File: src/rtl/tmr_pkg.sv
// Shared definitions for the triple-modular-redundant counter: replica count,
// majority helper and replica index type.
package tmr_pkg;

    localparam int NREP = 3;

    typedef logic [1:0] rep_idx_t;

    function automatic logic maj3(input logic a, input logic b, input logic c);
        return (a & b) | (a & c) | (b & c);
    endfunction

endpackage

File: src/rtl/tmr_voter3.sv
// Bitwise majority voter over three replicas with per-replica disagreement
// flags and an all-replicas-differ indication.
module tmr_voter3
    import tmr_pkg::*;
#(
    parameter int WIDTH = 32
) (
    input  logic [WIDTH-1:0] r0,
    input  logic [WIDTH-1:0] r1,
    input  logic [WIDTH-1:0] r2,
    output logic [WIDTH-1:0] v,
    output logic [2:0]       mismatch,
    output logic             all_differ
);

    for (genvar b = 0; b < WIDTH; b++) begin : g_bit
        assign v[b] = maj3(r0[b], r1[b], r2[b]);
    end

    // Disagreement flags against the vote and the pairwise all-differ test
    always_comb begin
        mismatch[0] = (r0 != v);
        mismatch[1] = (r1 != v);
        mismatch[2] = (r2 != v);
        all_differ  = (r0 != r1) && (r0 != r2) && (r1 != r2);
    end

endmodule

File: src/rtl/tmr_mod_counter.sv
// Radiation-hardened up/down modulo counter: three scrubbed replicas, majority
// vote, per-replica upset accounting and a fault-injection port.
module tmr_mod_counter
    import tmr_pkg::*;
#(
    parameter int               WIDTH      = 32,
    parameter logic [WIDTH-1:0] MAX_COUNT  = {WIDTH{1'b1}},
    parameter int               ERR_W      = 8,
    parameter int               ERR_THRESH = 4
) (
    input  logic                 clk,
    input  logic                 rst,
    input  logic                 en,
    input  logic                 up_dn,
    input  logic                 load,
    input  logic [WIDTH-1:0]     load_val,
    input  logic [2:0]           inj_en,
    input  logic [WIDTH-1:0]     inj_bits,
    input  logic                 clr_err,
    output logic [WIDTH-1:0]     q,
    output logic                 tc,
    output logic [2:0]           mismatch,
    output logic [2:0]           err_sticky,
    output logic [3*ERR_W-1:0]   err_cnt,
    output logic                 uncorrectable,
    output logic                 alarm
);

    localparam logic [ERR_W-1:0] ERR_MAX = {ERR_W{1'b1}};
    localparam logic [ERR_W-1:0] ERR_LIM = ERR_W'(ERR_THRESH);

    logic [WIDTH-1:0] rep_r [NREP];
    logic             sticky_r [NREP];
    logic [ERR_W-1:0] cnt_r [NREP];
    logic [WIDTH-1:0] vote_s;
    logic [WIDTH-1:0] base_s;
    logic [2:0]       mismatch_s;
    logic [2:0]       alarm_s;
    logic             all_differ_s;
    logic             wrap_s;
    logic             tc_r;
    logic             unc_r;

    tmr_voter3 #(.WIDTH(WIDTH)) u_voter (
        .r0         (rep_r[0]),
        .r1         (rep_r[1]),
        .r2         (rep_r[2]),
        .v          (vote_s),
        .mismatch   (mismatch_s),
        .all_differ (all_differ_s)
    );

    // Common next value derived from the vote; a vote above MAX_COUNT steps up to 0
    always_comb begin
        base_s = vote_s;
        wrap_s = 1'b0;
        if (load) begin
            base_s = (load_val > MAX_COUNT) ? MAX_COUNT : load_val;
        end else if (en) begin
            if (up_dn) begin
                if (vote_s == MAX_COUNT) begin
                    base_s = {WIDTH{1'b0}};
                    wrap_s = 1'b1;
                end else if (vote_s > MAX_COUNT) begin
                    base_s = {WIDTH{1'b0}};
                end else begin
                    base_s = vote_s + WIDTH'(1);
                end
            end else begin
                if (vote_s == {WIDTH{1'b0}}) begin
                    base_s = MAX_COUNT;
                    wrap_s = 1'b1;
                end else begin
                    base_s = vote_s - WIDTH'(1);
                end
            end
        end else begin
            base_s = vote_s;
        end
    end

    for (genvar i = 0; i < NREP; i++) begin : g_rep
        // Replica register, rebuilt from the vote every edge unless injected
        always_ff @(posedge clk) begin
            if (rst) begin
                rep_r[i] <= {WIDTH{1'b0}};
            end else if (inj_en[i]) begin
                rep_r[i] <= rep_r[i] ^ inj_bits;
            end else begin
                rep_r[i] <= base_s;
            end
        end

        // Sticky flag and saturating count; a fresh mismatch beats clr_err
        always_ff @(posedge clk) begin
            if (rst) begin
                sticky_r[i] <= 1'b0;
                cnt_r[i]    <= {ERR_W{1'b0}};
            end else if (mismatch_s[i]) begin
                sticky_r[i] <= 1'b1;
                if (clr_err) begin
                    cnt_r[i] <= ERR_W'(1);
                end else if (cnt_r[i] == ERR_MAX) begin
                    cnt_r[i] <= ERR_MAX;
                end else begin
                    cnt_r[i] <= cnt_r[i] + ERR_W'(1);
                end
            end else if (clr_err) begin
                sticky_r[i] <= 1'b0;
                cnt_r[i]    <= {ERR_W{1'b0}};
            end else begin
                sticky_r[i] <= sticky_r[i];
                cnt_r[i]    <= cnt_r[i];
            end
        end

        assign err_sticky[i]              = sticky_r[i];
        assign err_cnt[i*ERR_W +: ERR_W]  = cnt_r[i];
        assign alarm_s[i]                 = (cnt_r[i] >= ERR_LIM);
    end

    // Wrap pulse and the sticky uncorrectable flag
    always_ff @(posedge clk) begin
        if (rst) begin
            tc_r  <= 1'b0;
            unc_r <= 1'b0;
        end else begin
            tc_r <= wrap_s && (inj_en == 3'b000);
            if (all_differ_s) begin
                unc_r <= 1'b1;
            end else if (clr_err) begin
                unc_r <= 1'b0;
            end else begin
                unc_r <= unc_r;
            end
        end
    end

    assign q             = vote_s;
    assign tc            = tc_r;
    assign mismatch      = mismatch_s;
    assign uncorrectable = unc_r;
    assign alarm         = |alarm_s;

endmodule

File: config.mk
export PLATFORM = sky130hd
export DESIGN_NAME = tmr_mod_counter
export DESIGN_NICKNAME = d
export VERILOG_FILES = /design/src/rtl/tmr_pkg.sv /design/src/rtl/tmr_voter3.sv /design/src/rtl/tmr_mod_counter.sv
export SDC_FILE = /design/constraint.sdc
export NUM_CORES = 1
export LEC_CHECK = 0
export ABC_AREA = 0
export CORE_MARGIN = 2
export CORE_UTILIZATION = 50
export CTS_BUF_LIST = sky130_fd_sc_hd__clkbuf_4
export DETAILED_ROUTE_END_ITERATION = 10
export PLACE_DENSITY = 0.77
export REMOVE_ABC_BUFFERS = 1
export SLEW_MARGIN = 20
export SYNTH_ARGS = -nofsm -noshare
export SYNTH_HDL_FRONTEND = slang
export SYNTH_SLANG_ARGS = --single-unit
File: constraint.sdc
create_clock -name clk -period 6.6 [get_ports clk]
set_clock_uncertainty 0.05 [all_clocks]
set_input_delay 1.32 -clock clk [delete_from_list [all_inputs] [get_ports clk]]
set_output_delay 1.32 -clock clk [all_outputs]
set_load 0.01 [all_outputs]
# == Word level (Yosys, flattened, before mapping) ==
# Memory sizes are Yosys's and may differ from the RTL's.
# Index checks and enable logic that the tools add are counted.
# word_totals
reg_bits,2
ramBits,123
in_bits,73
out_inout_bits,65
mem_count,3
# memory_table
name,words,word_bits,rd,rd_clocked_by_memory_dff,wr,line_no,rtl
rep_r,3,32,3,0,3,tmr_mod_counter.sv:32,logic [WIDTH-1:0] rep_r [NREP];
cnt_r,3,8,3,0,3,tmr_mod_counter.sv:34,logic [ERR_W-1:0] cnt_r [NREP];
sticky_r,3,1,3,0,3,tmr_mod_counter.sv:33,logic sticky_r [NREP];
# op_classes
addsub,5
order_cmp,5
eq_ne,10
muxes,132
bitwise,193
n_reduce_logical,7
# op_table
cell,count
2-to-1 mux 32 bit,13
!= test 32 bit,6
2-to-1 mux 8 bit,15
2-to-1 mux 1 bit,104
bitwise AND 1 bit,96
bitwise XOR 32 bit,3
OR 1 bit,94
> comparator 32 bit (second input constant),2
adder 32 x 1 -> 32 bit (second input constant),1
== test 32 bit (second input constant),1
zero test 32 bit,1
subtractor 32 x 1 -> 32 bit (second input constant),1
adder 8 x 1 -> 8 bit (second input constant),3
== test 8 bit (second input constant),3
greater-or-equal comparator 8 x 3 -> 1 bit (second input constant),3
logical AND 1 bit,3
zero test 3 bit,1
OR reduction 3 bit,1
nonzero test 2 bit,1

# == Longest topological paths before layout ==
# depth
word_depth,12
depth_mapped,12
depth_no_buf,12

# == Modules after synthesis ==
# From an unflattened synthesis, not the netlist that was laid out.
# hier_totals
cells_unflattened,1416
hier_area_um2,12896.1
# modules_own_cells
mod,n_inst,cells_each,area_per_inst_um2,seq_area_each_um2
tmr_mod_counter,1,1000,9446.6,3733.6
tmr_voter3,1,416,3449.6,0.0

# == Worst setup path after synthesis ==
# Ideal clock, no wire load.
# synth_timing
kind,register to output
from,memory rep_r[2][21]
to,output mismatch[1]
t_arrival_ns,2.155
t_required_ns,5.230
setup_slack_ns,3.075
path_stages_with_launch,8
n_path_buf,0
cell_sequence,edfxtp_1 -> ha_1 -> nor3_1 -> clkinv_1 -> xnor2_1 -> nand4_1 -> nor4_1 -> nand2_1
# synth_lines
element,line_no,rtl
"start, declared",tmr_mod_counter.sv:32,
"end, declared",tmr_mod_counter.sv:22,"output logic [2:0] mismatch,"

==> impl_metrics.csv <==
group,metric,value,unit
run_status,outcome,"finished clean",
floorplanning,die_x,158.6,um
grt,first_global_vias,10730,
pwr,power_frac_clock,22.3,%
floorplanning,initial_utilization,50.90,%
synth,syn_area,11950,um^2
drt,drt_pass1_iterations,7,
cells_and_area,seqCellArea,3734,um^2
setup_path,r2r-start,"rep_r[0][1]",
synth,yosys-top-cells-area,"edfxtp_1 (31%), xnor2_1 (14%), ha_1 (11%), a21oi_1 (4.0%), nand4_1 (2.7%)",
floorplanning,die_height,158.6,um
grt,gr-usage-all-layers,34.59,%
pwr,comb_power_share,37.8,%
pwr,powerDensity,182.3,nW/um^2
setup_path,startpoint_type,"flop",
synth,avgSynthCellArea,9.370,um^2
setup_path,r2r_slack,2.25,ns
synth,async_flop_share,0,%
floorplanning,rows,56,
setup_path,reg2reg_depth,11,
floorplanning,coreArea,23470,um^2
sta,report.final.slew_viol_count,0,
pwr,ir_worst_vdd,0.0001350,V
synth,ys_seq_elements,125,
drt,vias_per_cell,6.298,
clocking,clk_pin_slew,0.12,ns
clocking,clock_latency,0.60,ns
clocking,post-cts-setup-buffer-count,0,
setup_path,cp-end-kind,"primary output",
sta,slew_headroom,19.23,%
run,drv_cap,0,
floorplanning,die-area,25150,um^2
sta,fmax,181.1,MHz
cells_and_area,fin_nets,1652,
pwr,power.net_switching,1.026,mW
place,io_buffers,137,
pwr,netSwitchingFraction,39.79,%
setup_path,critical-path-max-stage-delay,0.65,ns
place,placed_cells,1774,
cells_and_area,multi_input_area,8093,um^2
sta,worst_pin_slew,1.198,ns
setup_path,crit_slowest_cell,"nor3_1",
synth,synth_area_leader_cell,"edfxtp_1",
cells_and_area,syn_to_final_growth,18.41,%
worst_hold_path,holdPathEnd,"uncorrectable",
drt,postRouteAntennaNets,0,
grt,grt_overflow_total,0,
setup_path,crit_chain,"ha_1 > nor3_1 > clkinv_1 > xnor2_1 > nand4_1 > nor4_1 > nand2_1 > clkdlybuf4s50_1",
drt,drc,0,
synth,yosysTopAreaCellShare,30.92,%
clocking,clockBufferDepth,2,
setup_path,timing.rr.end,"rep_r[2][1]",
place,dp_hpwl,33300,um
worst_hold_path,hold_start,"uncorrectable",
synth,synth_edf_count,123,
clocking,cts_resized,0,
sta,rsz0062_at_grt,"no",
sta,period_needed,5.521,ns
grt,grt_pass1_wl,64260,um
synth,syn_inst,1275,
place,place.gp.congestion,1.053,
grt,antenna_found_initial,1,
setup_path,path_class,"flop to primary output",
place,post_dp_cell_area,13870,um^2
setup_path,required,5.23,ns
drt,dr_total_vias,11380,
grt,grt_max_degree,80,
clocking,cts_buffers,17,
synth,seq_area_frac_synth,31.25,%
drt,wirelength,43190,um
sta,hold_violations,0,
synth,ys.flop_type,"edfxtp_1",
cells_and_area,nFillCells,2093,
drt,drt_first_iter_violations,1153,
sta,final.setup.tns,0,ns
pwr,p_seq_share,39.9,%
clocking,cts_max_level,4,
clocking,tritoncts,"yes",
floorplanning,ioPinCount,138,
cells_and_area,fin_cells,1807,
setup_path,cp.arrival,4.15,ns
synth,synth_cell_types,83,
synth,ys_warn_count,0,
worst_hold_path,hold_depth,2,
pwr,internal-power,1.552,mW
cells_and_area,postLayoutCellArea,14150,um^2
drt,wl_per_cell,23.90,um
clocking,cts_root_buf,"clkbuf_4",
pwr,fin_total_pwr,2.578,mW
sta,fin_crit_sh,83.65,%
clocking,cts.sinks,125,
pwr,power.leakage,5.107,nW
cells_and_area,drive_gt1_share,9.348,%
sta,finalSetupViolCount,0,
clocking,cts_hold_buffers,0,
worst_hold_path,hold_path_class,"flop to flop",
setup_path,crit_fanout,6,
-- sequential cells by signal (all words and copies together) (netlist names) --
name / flops
uncorrectable: 1
cnt_r: 24
tc: 1
rep_r: 96
sticky_r: 3
-- per-stage QoR --
stage / util [%] / hold slack (ns) / setup WS, ns
2_1_floorplan: - / 0.4245 / 3.075
3_3_place_gp: 59.08 / 0.4028 / 1.768
3_5_place_dp: 59.08 / 0.4028 / 1.781
4_1_cts: 60.26 / 0.4203 / 1.172
5_1_grt: 60.27 / 0.4300 / 0.9349
6_report: 60.27 / 0.4138 / 1.079
-- synth_stat cells (23+ instances only) --
cell type  instances
nand2_1           65
inv_1             23
nand3_1           32
xnor2_1          187
a21oi_1           96
nor3_1            29
a211oi_1          30
ha_1             105
nand4_1           52
clkbuf_1          45
nor4_1            46
xor2_1            33
edfxtp_1         123
o21ai_0           51
nor2_1            63
-- worst max-delay path by stage --
| stage | from | endpoint | slack [ns] | cells past startpoint |
|---|---|---|---|---|
| final | rep_r[2][23] | mismatch[0] | 1.08 | 8 |
| after global routing | rep_r[2][23] | mismatch[0] | 0.93 | 8 |
| after CTS | rep_r[2][23] | mismatch[0] | 1.17 | 8 |
| after detailed placement | rep_r[0][23] | mismatch[0] | 1.78 | 8 |
| after global placement | rep_r[2][23] | mismatch[0] | 1.77 | 8 |
| after floorplan | rep_r[2][21] | mismatch[1] | 3.08 | 7 |
-- cell families (layout without fill, tap and decap cells) --
| logic type | count (synthesis) | count (layout) | share of synthesized area [%] |
|---|---|---|---|
| adders and majority gates | 105 | 105 | 11.00 |
| muxes | 13 | 13 | 1.152 |
| AOI/OAI and AO/OA | 311 | 311 | 17.31 |
| DFF | 125 | 125 | 31.25 |
| and+or+nand+nor | 384 | 384 | 19.13 |
| xor gates and xnor gates | 220 | 220 | 16.13 |
| buffers and inverters | 116 | 233 | 3.990 |
| other | 1 | 97 | 0.03139 |
-- cell usage in the layout, fill, tap and decap left out, types with 33 or more instances in the layout --
cell	n
edfxtp_1	123
xnor2_1	187
nor2_1	63
xor2_1	33
nand4_1	52
clkdlybuf4s50_1	132
ha_1	105
nand2_1	65
nor4_1	46
a21oi_1	96
o21ai_0	51
conb_1	96
-- layout make-up --
type                            instances  area share, %
Antenna cell                            1        0.01769
Clock buffer                           17         0.9022
Inverter                               52          1.459
Clock inverter                         15          1.044
Sequential cell                       125          26.39
Timing Repair Buffer                  149          10.15
Multi-Input combinational cell       1129          57.21
Tap cell                              319          2.822
-- layer usage --
layer	up-vias	global-route usage, %	routed length (um)
li1	5145	-	-
met1	5424	45.40	17470
met2	677	55.14	19420
met3	135	6.668	4253
met4	0	16.00	2040
met5	-	0	0
-- critical path, delay by kind of cell, from the launching register on --
family | cells | cell delay [ns]
buffers and inverters | 2 | 1.01
xor gates and xnor gates | 1 | 0.35
adders and majority gates | 1 | 0.24
and+or+nand+nor | 4 | 1.46
DFF | 1 | 0.50
-- power groups by stage --
stage | sequential, mW | combinational [mW] | clock, mW
global placement | 1.04 | 0.939 | 0
global route | 1.03 | 1.04 | 0.608
finish | 1.03 | 0.975 | 0.574
floorplan | 1.02 | 0.566 | 0
detailed placement | 1.04 | 0.943 | 0
CTS | 1.03 | 0.951 | 0.573
Power figures use the tool's default switching activity.
